===== src/rtl/i2s_capture_ctrl_pkg.sv =====
// Shared encodings for the I2S capture sequencer.
// State values are visible to software through the status register.
package i2s_ctrl_pkg;

  typedef enum logic [2:0] {
    S_IDLE    = 3'd0,
    S_FLUSH   = 3'd1,
    S_WARMUP  = 3'd2,
    S_ARMED   = 3'd3,
    S_CAPTURE = 3'd4,
    S_FINISH  = 3'd5
  } state_e;

  localparam logic TRIG_IMMEDIATE = 1'b0;
  localparam logic TRIG_VAD       = 1'b1;

endpackage


===== src/rtl/i2s_stream_slice.sv =====
// One-entry valid/ready register between the RX FIFO head and the DMA stream.
// A load pops the FIFO in the same cycle, so data appears one cycle later.
module i2s_stream_slice #(
  parameter int DW = 32
) (
  input  logic          clk,
  input  logic          rst_n,
  input  logic          clr,
  input  logic          en,
  input  logic          last_in,
  input  logic          fifo_empty,
  input  logic [DW-1:0] fifo_rdata,
  input  logic          m_ready,
  output logic          fifo_rd,
  output logic          load,
  output logic          accept,
  output logic          m_valid,
  output logic [DW-1:0] m_data,
  output logic          m_last
);

  assign accept  = m_valid & m_ready;
  assign load    = en & ~clr & ~fifo_empty
                 & (~m_valid | m_ready);
  assign fifo_rd = load;

  always_ff @(posedge clk or negedge rst_n) begin
    if (!rst_n) begin
      m_valid <= 1'b0;
      m_data  <= '0;
      m_last  <= 1'b0;
    end else if (clr) begin
      m_valid <= 1'b0;
      m_last  <= 1'b0;
    end else if (load) begin
      m_valid <= 1'b1;
      m_data  <= fifo_rdata;
      m_last  <= last_in;
    end else if (accept) begin
      m_valid <= 1'b0;
      m_last  <= 1'b0;
    end
  end

endmodule


===== src/rtl/i2s_capture_ctrl.sv =====
// I2S receive sequencer: flush, warm-up discard, trigger wait,
// then deliver exactly len_q FIFO words on a valid/ready stream.
module i2s_capture_ctrl
  import i2s_ctrl_pkg::*;
#(
  parameter int CW = 16,
  parameter int DW = 32
) (
  input  logic          clk,
  input  logic          rst_n,
  input  logic          start,
  input  logic          abort,
  input  logic          trig_sel,
  input  logic [7:0]    warmup_frames,
  input  logic [CW-1:0] capture_len,
  input  logic          ws,
  input  logic          vad_flag,
  input  logic          fifo_empty,
  input  logic          fifo_full,
  input  logic [DW-1:0] fifo_rdata,
  output logic          i2s_en,
  output logic          fifo_en,
  output logic          fifo_rd,
  output logic          fifo_flush,
  output logic          m_valid,
  output logic [DW-1:0] m_data,
  output logic          m_last,
  input  logic          m_ready,
  output logic          busy,
  output logic          done,
  output logic          overrun,
  output logic [2:0]    state
);

  state_e        state_q;
  logic [CW-1:0] len_q;
  logic [CW-1:0] issued;
  logic [7:0]    frame_ctr;
  logic          ws_q;
  logic          overrun_q;
  logic          start_ok;
  logic          cap_en;
  logic          last_in;
  logic          load;
  logic          accept;
  logic          ws_rise;

  assign start_ok = (state_q == S_IDLE) & start & ~abort
                  & (capture_len != '0);
  assign cap_en   = (state_q == S_CAPTURE) & (issued != len_q);
  assign last_in  = (issued == len_q - CW'(1));
  assign ws_rise  = ws & ~ws_q;

  assign busy       = (state_q != S_IDLE);
  assign i2s_en     = busy;
  assign fifo_en    = (state_q == S_CAPTURE);
  assign fifo_flush = abort | (state_q == S_FLUSH);
  assign done       = (state_q == S_FINISH) & accept
                    & m_last & ~abort;
  assign overrun    = overrun_q;
  assign state      = state_q;

  i2s_stream_slice #(.DW(DW)) u_slice (
    .clk        (clk),
    .rst_n      (rst_n),
    .clr        (abort),
    .en         (cap_en),
    .last_in    (last_in),
    .fifo_empty (fifo_empty),
    .fifo_rdata (fifo_rdata),
    .m_ready    (m_ready),
    .fifo_rd    (fifo_rd),
    .load       (load),
    .accept     (accept),
    .m_valid    (m_valid),
    .m_data     (m_data),
    .m_last     (m_last)
  );

  // Leave CAPTURE on the final load so its acceptance is seen in FINISH.
  always_ff @(posedge clk or negedge rst_n) begin
    if (!rst_n) begin
      state_q   <= S_IDLE;
      len_q     <= '0;
      issued    <= '0;
      frame_ctr <= '0;
      ws_q      <= 1'b1;
      overrun_q <= 1'b0;
    end else begin
      ws_q <= ws;
      if (state_q == S_CAPTURE && fifo_full)
        overrun_q <= 1'b1;
      if (abort) begin
        state_q <= S_IDLE;
      end else begin
        unique case (state_q)
          S_IDLE: begin
            if (start_ok) begin
              state_q   <= S_FLUSH;
              len_q     <= capture_len;
              issued    <= '0;
              frame_ctr <= '0;
              overrun_q <= 1'b0;
            end
          end
          S_FLUSH: state_q <= S_WARMUP;
          S_WARMUP: begin
            if (frame_ctr == warmup_frames)
              state_q <= S_ARMED;
            else if (ws_rise)
              frame_ctr <= frame_ctr + 8'd1;
          end
          S_ARMED: begin
            if (trig_sel == TRIG_IMMEDIATE || vad_flag)
              state_q <= S_CAPTURE;
          end
          S_CAPTURE: begin
            if (load) begin
              issued <= issued + CW'(1);
              if (last_in)
                state_q <= S_FINISH;
            end
          end
          S_FINISH: begin
            if (accept && m_last)
              state_q <= S_IDLE;
          end
          default: state_q <= S_IDLE;
        endcase
      end
    end
  end

endmodule


===== config.mk =====
export PLATFORM = sky130hd
export DESIGN_NAME = i2s_capture_ctrl
export DESIGN_NICKNAME = d
export VERILOG_FILES = /design/src/rtl/i2s_capture_ctrl_pkg.sv /design/src/rtl/i2s_stream_slice.sv /design/src/rtl/i2s_capture_ctrl.sv
export SDC_FILE = /design/constraint.sdc
export NUM_CORES = 1
export LEC_CHECK = 0
export CAP_MARGIN = 25
export CORE_MARGIN = 5
export CORE_UTILIZATION = 25
export CTS_BUF_LIST = sky130_fd_sc_hd__clkbuf_16
export DETAILED_ROUTE_END_ITERATION = 8
export PLACE_DENSITY = 0.43
export SLEW_MARGIN = 5
export SYNTH_ARGS = -nofsm -noshare
export SYNTH_HDL_FRONTEND = slang
export SYNTH_SLANG_ARGS = --single-unit
export TNS_END_PERCENT = 20

===== constraint.sdc =====
create_clock -name clk -period 7.2 [get_ports clk]
set_clock_uncertainty 0.1 [all_clocks]
set_input_delay 1.8 -clock clk [delete_from_list [all_inputs] [get_ports clk]]
set_output_delay 1.8 -clock clk [all_outputs]
set_load 0.1 [all_outputs]

== Word-level counts from Yosys, hierarchy flattened ==
Index checks and enable logic that the tools add are counted.

* Input port bits: 66
* Output and inout bits: 44
* Flip-flop bits (word level): 79

* Reductions and logical operators: 14
* Bitwise logic cells: 19
* $add $sub $neg: 3
* Muxes and demuxes: 24
* Equality and inequality tests: 18

{| class="wikitable"
|+ Operators with widths
! kind !! count
|-
| two-way mux 16 bit || 2
|-
| one-hot mux 16 bit (2 select lines) || 1
|-
| two-way mux 8 bit || 3
|-
| two-way mux 3 bit || 7
|-
| one-hot mux 3 bit (6 select lines) || 1
|-
| adder 16 x 1 -> 16 bit (second input constant) || 1
|-
| == test 16 bit || 1
|-
| != test 16 bit || 1
|-
| one-hot mux 8 bit (2 select lines) || 1
|-
| nonzero test 16 bit || 1
|-
| subtractor 16 x 1 -> 16 bit (second input constant) || 1
|-
| bitwise AND 1 bit || 12
|-
| two-way mux 1 bit || 9
|-
| != test 3 x 2 -> 1 bit (second input constant) || 3
|-
| != test 3 bit (second input constant) || 3
|-
| adder 8 x 1 -> 8 bit (second input constant) || 1
|-
| == test 8 bit || 1
|-
| == test 3 x 2 -> 1 bit (second input constant) || 2
|-
| == test 3 bit (second input constant) || 2
|-
| != test 2 bit (second input constant) || 3
|-
| AND reduction 6 bit || 1
|-
| nonzero test 3 bit || 2
|-
| NOT 1 bit || 5
|-
| AND reduction 5 bit || 1
|-
| 10 further kinds || 13
|}

== Depth between registers and ports, before layout ==
Gate-level depths: netlist of the first run.

* Depth in word-level cells: 8
* Mapped depth: 10

== Modules after synthesis ==
From an unflattened synthesis of the first run, not the netlist that was laid out.

* Cells, all modules: 394
* Area, all modules: 4377.9 um^2

{| class="wikitable"
|+ Modules (own cells, without submodules)
! module !! area each (um^2) !! instances !! sequential area each (um^2) !! cells an instance
|-
| i2s_capture_ctrl || 2895.3 || 1 || 1127.3 || 310
|-
| i2s_stream_slice || 1482.7 || 1 || 850.8 || 84
|}

== Worst setup path after synthesis of the first run ==
No wires, ideal clock.

* Path type: input to output
* Start: input port abort
* End: output port done
* Path slack: 1.230 ns
* Stages on the path: 2
* Data arrival time: 4.070 ns
* Path buffers: 1
* Data required time: 5.300 ns
* Cell sequence: clkbuf_1 > nor3_1

* Longest elaborated chain between the ends: 2

{| class="wikitable"
|+ Ends and longest elaborated chain
! item !! line !! text
|-
| start, declared || i2s_capture_ctrl.sv:12 || <nowiki>input logic abort,</nowiki>
|-
| NOT 1 bit (no source line) || - ||
|-
| bitwise AND 1 bit || i2s_capture_ctrl.sv:59 || <nowiki>& m_last & ~abort;</nowiki>
|-
| end, declared || i2s_capture_ctrl.sv:30 || <nowiki>output logic done,</nowiki>
|}

No other way between the ends.

== Worst setup path after layout of the first run ==
Ends and elaborated chain as after synthesis.

==> results of run 1 <==
==> flip-flops by register name (all words and copies together) (netlist names) <==
signal and flops:
u_slice.m_data 32, overrun 1, u_slice.m_last 1, ws_q 1, state 3, u_slice.m_valid 1
len_q 16, issued 16, frame_ctr 8
==> cell type report <==
type	instances	area [sq um]	area share
multi-input combinational	288	2180	0.369
inverter	8	32.5	0.00552
clock buffer	9	225	0.0382
tap	225	282	0.0478
sequential	79	1980	0.336
timing repair buffer	113	1140	0.193
clock inverter	7	63.8	0.0108
==> where the power goes <==
part           total (uW)  leakage [uW]  internal [uW]  switching (uW)
logic                 353       0.00121            131             221
clock network         453      0.000144            266             187
registers             526       0.00105            480            45.9
total                1330       0.00241            877             454
==> cell usage in the layout, fill, tap and decap left out, drive strengths merged, types with 14 or more instances in the layout <==
cell type      synthesis  layout
mux2                  47      47
xnor2                 18      18
xor2                  23      23
dfrtp                 78      78
nand3                 16      16
clkdlybuf4s50          0     107
nor2                  27      27
o21ai                 14      14
nor4                  22      22
nand2                 25      25
==> through the flow <==
stage	hold slack (ns)	total power [uW]	util	cell area, sq um	setup WS, ns
global placement	0.371	887	0.325	5580	1.51
detailed placement	0.376	889	0.326	5610	1.48
finish	0.381	1330	0.343	5890	1.49
CTS	0.390	1360	0.343	5890	1.48
global route	0.413	1400	0.343	5890	1.37
floorplan	0.401	774	-	4340	1.23
==> final timing paths <==
check                                        from                 end  slack, ns  cells past startpoint
worst max-delay path                        abort                done       1.49                      3
worst max register to register          issued[7]   u_slice.m_data[1]       4.09                      8
worst min-delay path            u_slice.m_data[3]   u_slice.m_data[3]       0.38                      1
min in group asynchronous                   rst_n  u_slice.m_data[16]       1.29                      1
max in group asynchronous                   rst_n                ws_q       5.06                      2
worst min register to register  u_slice.m_data[3]   u_slice.m_data[3]       0.38                      1
==> kinds of logic after synthesis <==
group           Yosys count  share of synthesized area
simple gates            150                      0.192
flops                    79                      0.456
mux                      48                      0.148
compound gates           46                     0.0707
xor+xnor                 41                     0.0828
buf+inv                  35                     0.0416
fa+ha+maj                 3                    0.00866
==> layer usage <==
| layer | global-route usage | share of wire | up-vias |
|---|---|---|---|
| met4 | 0.0576 | 0.026 | 0 |
| met5 | 0 | 0 | - |
| met1 | 0.145 | 0.44 | 1619 |
| met3 | 0.0263 | 0.043 | 14 |
| met2 | 0.192 | 0.49 | 70 |
| li1 | - | - | 1642 |
==> metrics.cfg, run 1 <==
[clock_tree]
cts_tree=done
cts_resized=0
cts.htree.levels=3
postCtsHoldBufs=0
cts_sinks=79
post_cts_buffers=0
clockRootBuffer=clkbuf_16
cts-buffers-inserted=9
clk_pin_slew_ns=0.06
clockBufferDepth=2
worstSkewPairLatency_ns=0.34

[worst_setup_path]
cp_max_fo=10
worst_path_most_repeated_cell=clkdlybuf4s50_1
cpLargestDelayFamily=buffers and inverters
path_class=primary input to primary output
cp-end-kind=primary output
cpMaxStageDelayCell=clkdlybuf4s50_1
slowest_delay_ns=1.16
cp_data_arrival_time_ns=3.81
crit_chain=clkdlybuf4s50_1 > nor3_1 > clkdlybuf4s50_1
required_ns=5.30
start_kind=primary input
critPathBufInv=2

[logic_synthesis]
synth_seq_area_share=0.456
synth_ff_type=dfrtp_1
ys_types=54
ys_top_cells_by_area=dfrtp_1 45%, mux2_4 9.4%, xor2_1 4.6%
synth_edf_count=0
ys_ff_latch=79
syn-instance-count=402
synth.top_cell.area_share=0.450
synth_most_common_cell=dfrtp_1
synthTopCellsByCount=78 x dfrtp_1, 27 x mux2_4, 27 x nor2_1
ys_warn_count=0
syn_nets=471
post_synth.cell_area_avg_sq_um=10.8
netlist_area_sq_um=4340
synth_largest_area_cell=dfrtp_1
async_reset_ff_frac=1.00

[layout]
layout-drive-gt1-share=0.133
fill_cells=1768
stdcell_count=729
diodes=0
syn_to_final_growth_pct=36.0
final_net_count=568

[die]
core_sq_um=17200
die_area_sq_um=20100
die_width_um=142
ioPinCount=110
die_h_um=142
rows=48
initial_core_util=0.252

[route]
first_iter_violations=139
viasPerCell=4.59
wl_um=11300
avgRoutedWirePerCell_um=15.4
vias=3345
drt_pass1_iterations=4
ant_nets=0
drc_errors=0

[placed_design]
dp_hpwl_um=8190
dp_cells=713
finalWeightedCongestion=0.749
port-buffer-count=109

[global_routing]
grt_pass1_wl_um=18900
grt_pass1_vias=3608
grt_usage=0.117
grt_max_degree=54
grt_antenna_before_repair=0
overflow=0

[status]
status=finished, final reports clean

[sta]
setup_viol_count_final=0
drv_slew=0
hold_violations=0
rsz0062_at_grt=false
post-route-period-util=0.793
tightest_slew_ns=0.996
clock.fmax_mhz=175
tns_ns=0
relSlewSlack=0.334
min_period_ns=5.71

[power]
cellLeakagePower_uw=0.00241
ir_drop_mv=0.101
power.density_nw_per_um2=226

[worst_hold_path]
hold_class=register to register

[run]
drv_cap=0

(Power assumes the default switching activity.)
==> run 2: changes to the inputs <==
--- a/config.mk
+++ b/config.mk
@@ -10,7 +10,7 @@
 export CORE_UTILIZATION = 25
 export CTS_BUF_LIST = sky130_fd_sc_hd__clkbuf_16
 export DETAILED_ROUTE_END_ITERATION = 8
-export PLACE_DENSITY = 0.43
+export PLACE_DENSITY = 0.45
 export SLEW_MARGIN = 5
 export SYNTH_ARGS = -nofsm -noshare
 export SYNTH_HDL_FRONTEND = slang
==> constraint.sdc (replaced) <==
create_clock -name clk -period 4.79 [get_ports clk]
set_clock_uncertainty 0.1 [all_clocks]
set_input_delay 1.1975 -clock clk [delete_from_list [all_inputs] [get_ports clk]]
set_output_delay 1.1975 -clock clk [all_outputs]
set_load 0.1 [all_outputs]
==> metrics.cfg, run 2 (same netlist as run 1, synthesis figures left out) <==
[layout]
diodes=0  ; unchanged
final_net_count=570  ; +0.35%
fin_util=0.343  ; -0.000510
largestRegisters=u_slice.m_data (32), issued (16), len_q (16)
top_register=u_slice.m_data
largest_register_ffs=32  ; unchanged
syn_to_final_growth_pct=35.8
stdcell_count=730  ; +0.14%
final_common_cell=clkdlybuf4s50_1
most-common-layout-cells=105 x clkdlybuf4s50_1, 78 x dfrtp_1, 27 x mux2_4
final_cell_area_sq_um=5890  ; -0.15%
layout-drive-gt1-share=0.141  ; +0.00766

[global_routing]
grt_antenna_before_repair=0  ; unchanged
grt_usage=0.116  ; -0.00111
grt_max_degree=52  ; -3.7%
overflow=0  ; unchanged
grt_pass1_wl_um=18800  ; -0.29%
grt_pass1_vias=3607  ; -0.028%

[worst_setup_path]
path_class=primary input to primary output
cp_max_fo=11  ; +1
cp-end-kind=primary output
required_ns=3.49  ; -1.81 ns
regToRegSetupSlack_ns=1.72  ; -2.37 ns
cp_data_arrival_time_ns=2.85  ; -0.96 ns
start_kind=primary input

[route]
avgRoutedWirePerCell_um=15.1  ; -2.2%
drc_errors=0  ; unchanged
vias=3356  ; +0.33%
wl_um=11000  ; -2.0%
viasPerCell=4.60  ; +0.19%
drt_pass1_iterations=4  ; unchanged
first_iter_violations=102  ; -27%
ant_nets=0  ; unchanged

[placed_design]
dp_cells=715  ; +0.28%
port-buffer-count=109  ; unchanged
placed_cell_area_sq_um=5630  ; +0.45%
finalWeightedCongestion=0.777  ; +3.7%
dp_hpwl_um=8080  ; -1.4%
place_ws_ns=0.637  ; -0.840 ns

[die]
core_sq_um=17200  ; unchanged
die_h_um=142  ; unchanged
rows=48  ; unchanged
ioPinCount=110  ; unchanged
initial_core_util=0.252  ; unchanged
die_area_sq_um=20100  ; unchanged
die_width_um=142  ; unchanged

[clock_tree]
clockRootBuffer=clkbuf_16
cts-buffers-inserted=9  ; unchanged
cts_resized=0  ; unchanged
clockBufferDepth=2  ; unchanged
worstSkewPairLatency_ns=0.34  ; about the same
clk_pin_slew_ns=0.06  ; about the same
postCtsHoldBufs=0  ; unchanged
post_cts_buffers=0  ; unchanged
cts_sinks=79  ; unchanged
cts_tree=done
cts.htree.levels=3  ; unchanged

[power]
cellLeakagePower_uw=0.00241  ; about the same
power.density_nw_per_um2=328  ; +45%
ir_drop_mv=0.157  ; +55%

[run]
drv_cap=0  ; unchanged

[sta]
relSlewSlack=0.332  ; -0.00231
post-route-period-util=0.865
tns_ns=0  ; unchanged
drv_slew=0  ; unchanged
min_period_ns=4.14
clock.fmax_mhz=241
worst_slack_ns=0.647  ; -0.841 ns
setup_viol_count_final=0  ; unchanged
hold_violations=0  ; unchanged
rsz0062_at_grt=false
tightest_slew_ns=1.00  ; +0.00346 ns

[worst_hold_path]
hold_class=register to register

[status]
status=finished, final reports clean

run 2: where the power goes:
part	total, uW	switching (uW)	internal (uW)
sequential	790	68.1	722
combinational	529	332	198
clock	611	270	341
total	1930	670	1260
run 2: critical path: stages:
cell	delay, ns
clkdlybuf4s50_1	0.40
buf_4	0.17
nor3_1	0.21
nand2_1	0.08
buf_4	0.18
or2_1	0.33
inv_4	0.10
buf_12	0.17
run 2: final timing paths:
check	from	end	cells after the start
worst max-delay path	abort	fifo_rd	8
worst min-delay path	u_slice.m_data[4]	u_slice.m_data[4]	1
worst max register to register	issued[8]	u_slice.m_data[1]	7
worst min register to register	u_slice.m_data[4]	u_slice.m_data[4]	1
max in group asynchronous	rst_n	ws_q	2
min in group asynchronous	rst_n	u_slice.m_data[12]	1
run 2: area by class of cell:
| type | instances | area [sq um] |
|---|---|---|
| Sequential cell | 79 | 1980 |
| Inverter | 8 | 32.5 |
| Clock buffer | 9 | 225 |
| Multi-Input combinational cell | 288 | 2180 |
| Timing Repair Buffer | 115 | 1160 |
| Tap cell | 225 | 282 |
| Clock inverter | 6 | 30.0 |
| Fill cell | 1773 | 11300 |
run 2: layer usage:
metal / vias up / track usage / routed length (um)
met4: 0 / 0.0530 / 242
met1: 1594 / 0.147 / 4960
li1: 1660 / - / -
met5: - / 0 / 0
met3: 15 / 0.0283 / 555
met2: 87 / 0.187 / 5280
run 2: through the flow:
stage          hold slack [ns]  power, uW
2_1_floorplan            0.401       1160
3_3_place_gp             0.366       1330
3_5_place_dp             0.375       1330
4_1_cts                  0.396       1970
5_1_grt                  0.411       2030
6_report                 0.389       1930
==> run 3: changes to the inputs <==
--- a/config.mk
+++ b/config.mk
@@ -5,7 +5,7 @@
 export SDC_FILE = /design/constraint.sdc
 export NUM_CORES = 1
 export LEC_CHECK = 0
-export CAP_MARGIN = 25
+export CAP_MARGIN = 20
 export CORE_MARGIN = 5
 export CORE_UTILIZATION = 25
 export CTS_BUF_LIST = sky130_fd_sc_hd__clkbuf_16
==> metrics.cfg, run 3 (same netlist as run 1, synthesis figures left out) <==
[status]
status=finished, final reports clean

[route]
ant_nets=0  ; unchanged
avgRoutedWirePerCell_um=15.1  ; -0.14%
first_iter_violations=104  ; +2.0%
viasPerCell=4.63  ; +0.66%
vias=3378  ; +0.66%
drc_errors=0  ; unchanged
wl_um=11000  ; -0.14%
drt_pass1_iterations=4  ; unchanged

[power]
cellLeakagePower_uw=0.00242  ; +0.65%
p_clk_frac=0.337  ; +0.020
power.switching_uw=675  ; +0.80%
pwr-share-seq=0.396  ; -0.013
pwr-share-comb=0.266  ; -0.008
ir_drop_mv=0.146  ; -6.8%
power.density_nw_per_um2=337  ; +2.6%
switching_share=0.339  ; -0.00763
internal_power_uw=1310  ; +4.3%

[sta]
tns_ns=0  ; unchanged
setup_viol_count_final=0  ; unchanged
hold_violations=0  ; unchanged
post-route-period-util=0.870  ; +0.00498
rsz0062_at_grt=false
min_period_ns=4.17  ; +0.0238 ns
relSlewSlack=0.331  ; -0.000475
tightest_slew_ns=1.00  ; +0.000710 ns
worst_slack_ns=0.623  ; -0.0238 ns
drv_slew=0  ; unchanged
clock.fmax_mhz=240  ; -0.57%

[worst_setup_path]
cp_data_arrival_time_ns=2.87  ; +0.02 ns
cpMaxStageDelayCell=clkdlybuf4s50_1
start_kind=primary input
required_ns=3.49  ; about the same
cp_max_fo=11  ; unchanged
worst_path_most_repeated_cell=buf_4
path_class=primary input to primary output
r2r-start=issued[8]
crit_chain=clkdlybuf4s50_1 > buf_4 > nor3_1 > nand2_1 > buf_4 > or2_1 > inv_4 > buf_12
cp-end-kind=primary output
crit_start=abort
slowest_delay_ns=0.40  ; about the same

[clock_tree]
cts-buffers-inserted=9  ; unchanged
cts_sinks=79  ; unchanged
clockRootBuffer=clkbuf_16
post_cts_buffers=0  ; unchanged
worstSkewPairLatency_ns=0.34  ; about the same
clockBufferDepth=2  ; unchanged
cts_resized=0  ; unchanged
clk_pin_slew_ns=0.05  ; about the same
cts.htree.levels=3  ; unchanged
postCtsHoldBufs=0  ; unchanged
cts_tree=done

[placed_design]
finalWeightedCongestion=0.777  ; unchanged
place_ws_ns=0.621  ; -0.0164 ns
dp_hpwl_um=7920  ; -1.9%
port-buffer-count=109  ; unchanged

[layout]
syn_to_final_growth_pct=36.3
fill_cells=1785  ; +0.68%
largest_register_ffs=32  ; unchanged
top_register=u_slice.m_data
multiInputGateArea_sq_um=2180  ; unchanged
diodes=0  ; unchanged
largestRegisters=u_slice.m_data (32), issued (16), len_q (16)
ff_latch_area_sq_um=1980  ; unchanged
layout-drive-gt1-share=0.139  ; -0.00198
final_common_cell=clkdlybuf4s50_1
most-common-layout-cells=105 x clkdlybuf4s50_1, 78 x dfrtp_1, 27 x mux2_4
final_net_count=570  ; unchanged

[die]
core_sq_um=17200  ; unchanged
die_width_um=142  ; unchanged
initial_core_util=0.252  ; unchanged
rows=48  ; unchanged
die_area_sq_um=20100  ; unchanged
ioPinCount=110  ; unchanged
die_h_um=142  ; unchanged

[global_routing]
grt_pass1_wl_um=18200  ; -3.2%
grt_antenna_before_repair=0  ; unchanged
grt_max_degree=80  ; +54%
overflow=0  ; unchanged
grt_usage=0.114  ; -0.00233
grt_pass1_vias=3563  ; -1.2%

[run]
drv_cap=0  ; unchanged

[worst_hold_path]
worstHoldStart=u_slice.m_data[1]
hold_class=register to register

## run 3: cell types whose count changed in the layout (fill, tap and decap cells not counted)
cell,change
clkinv_2,-2
inv_1,+1
clkinvlp_4,-1
clkinv_4,+1
bufinv_16,+1
## run 3: path summary, 6_finish.rpt
kind,depth (start not counted),slack [ns],endpoint
max,8,0.62,fifo_rd
max in group asynchronous,2,3.26,ws_q
min in group asynchronous,1,0.68,u_slice.m_data[10]
max reg2reg,7,1.70,u_slice.m_data[0]
min,1,0.39,u_slice.m_data[1]
min reg2reg,1,0.39,u_slice.m_data[1]
## run 3: power by group through the flow
| stage | clock network (uW) | logic (uW) | registers [uW] |
|---|---|---|---|
| floorplan | 0 | 206 | 958 |
| global placement | 0 | 529 | 801 |
| detailed placement | 0 | 531 | 800 |
| CTS | 699 | 533 | 789 |
| global route | 723 | 561 | 799 |
| finish | 671 | 530 | 789 |
## run 3: layout make-up
type                            instances  share of cell area
Tap cell                              225              0.0476
Inverter                                8             0.00550
Timing Repair Buffer                  115               0.196
Clock buffer                            9              0.0381
Sequential cell                        79               0.335
Multi-Input combinational cell        288               0.369
Clock inverter                          6             0.00931
## run 3: through the flow
| stage | util | hold WS, ns | area (sq um) | instances | power [uW] |
|---|---|---|---|---|---|
| 2_1_floorplan | - | 0.401 | 4340 | 402 | 1160 |
| 3_3_place_gp | 0.326 | 0.366 | 5600 | 714 | 1330 |
| 3_5_place_dp | 0.326 | 0.379 | 5600 | 714 | 1330 |
| 4_1_cts | 0.343 | 0.396 | 5880 | 729 | 2020 |
| 5_1_grt | 0.344 | 0.401 | 5910 | 730 | 2080 |
| 6_report | 0.344 | 0.390 | 5910 | 730 | 1990 |
## run 3: layer usage
layer	GRT usage	wire, um	vias up
met5	0	0	-
met4	0.0490	256	0
met3	0.0357	603	14
met2	0.187	5270	85
met1	0.137	4890	1633
li1	-	-	1646
## run 3: critical path, delay by kind of cell
family,cells,cell delay (ns)
buf+inv,5,1.03
simple gates,3,0.63
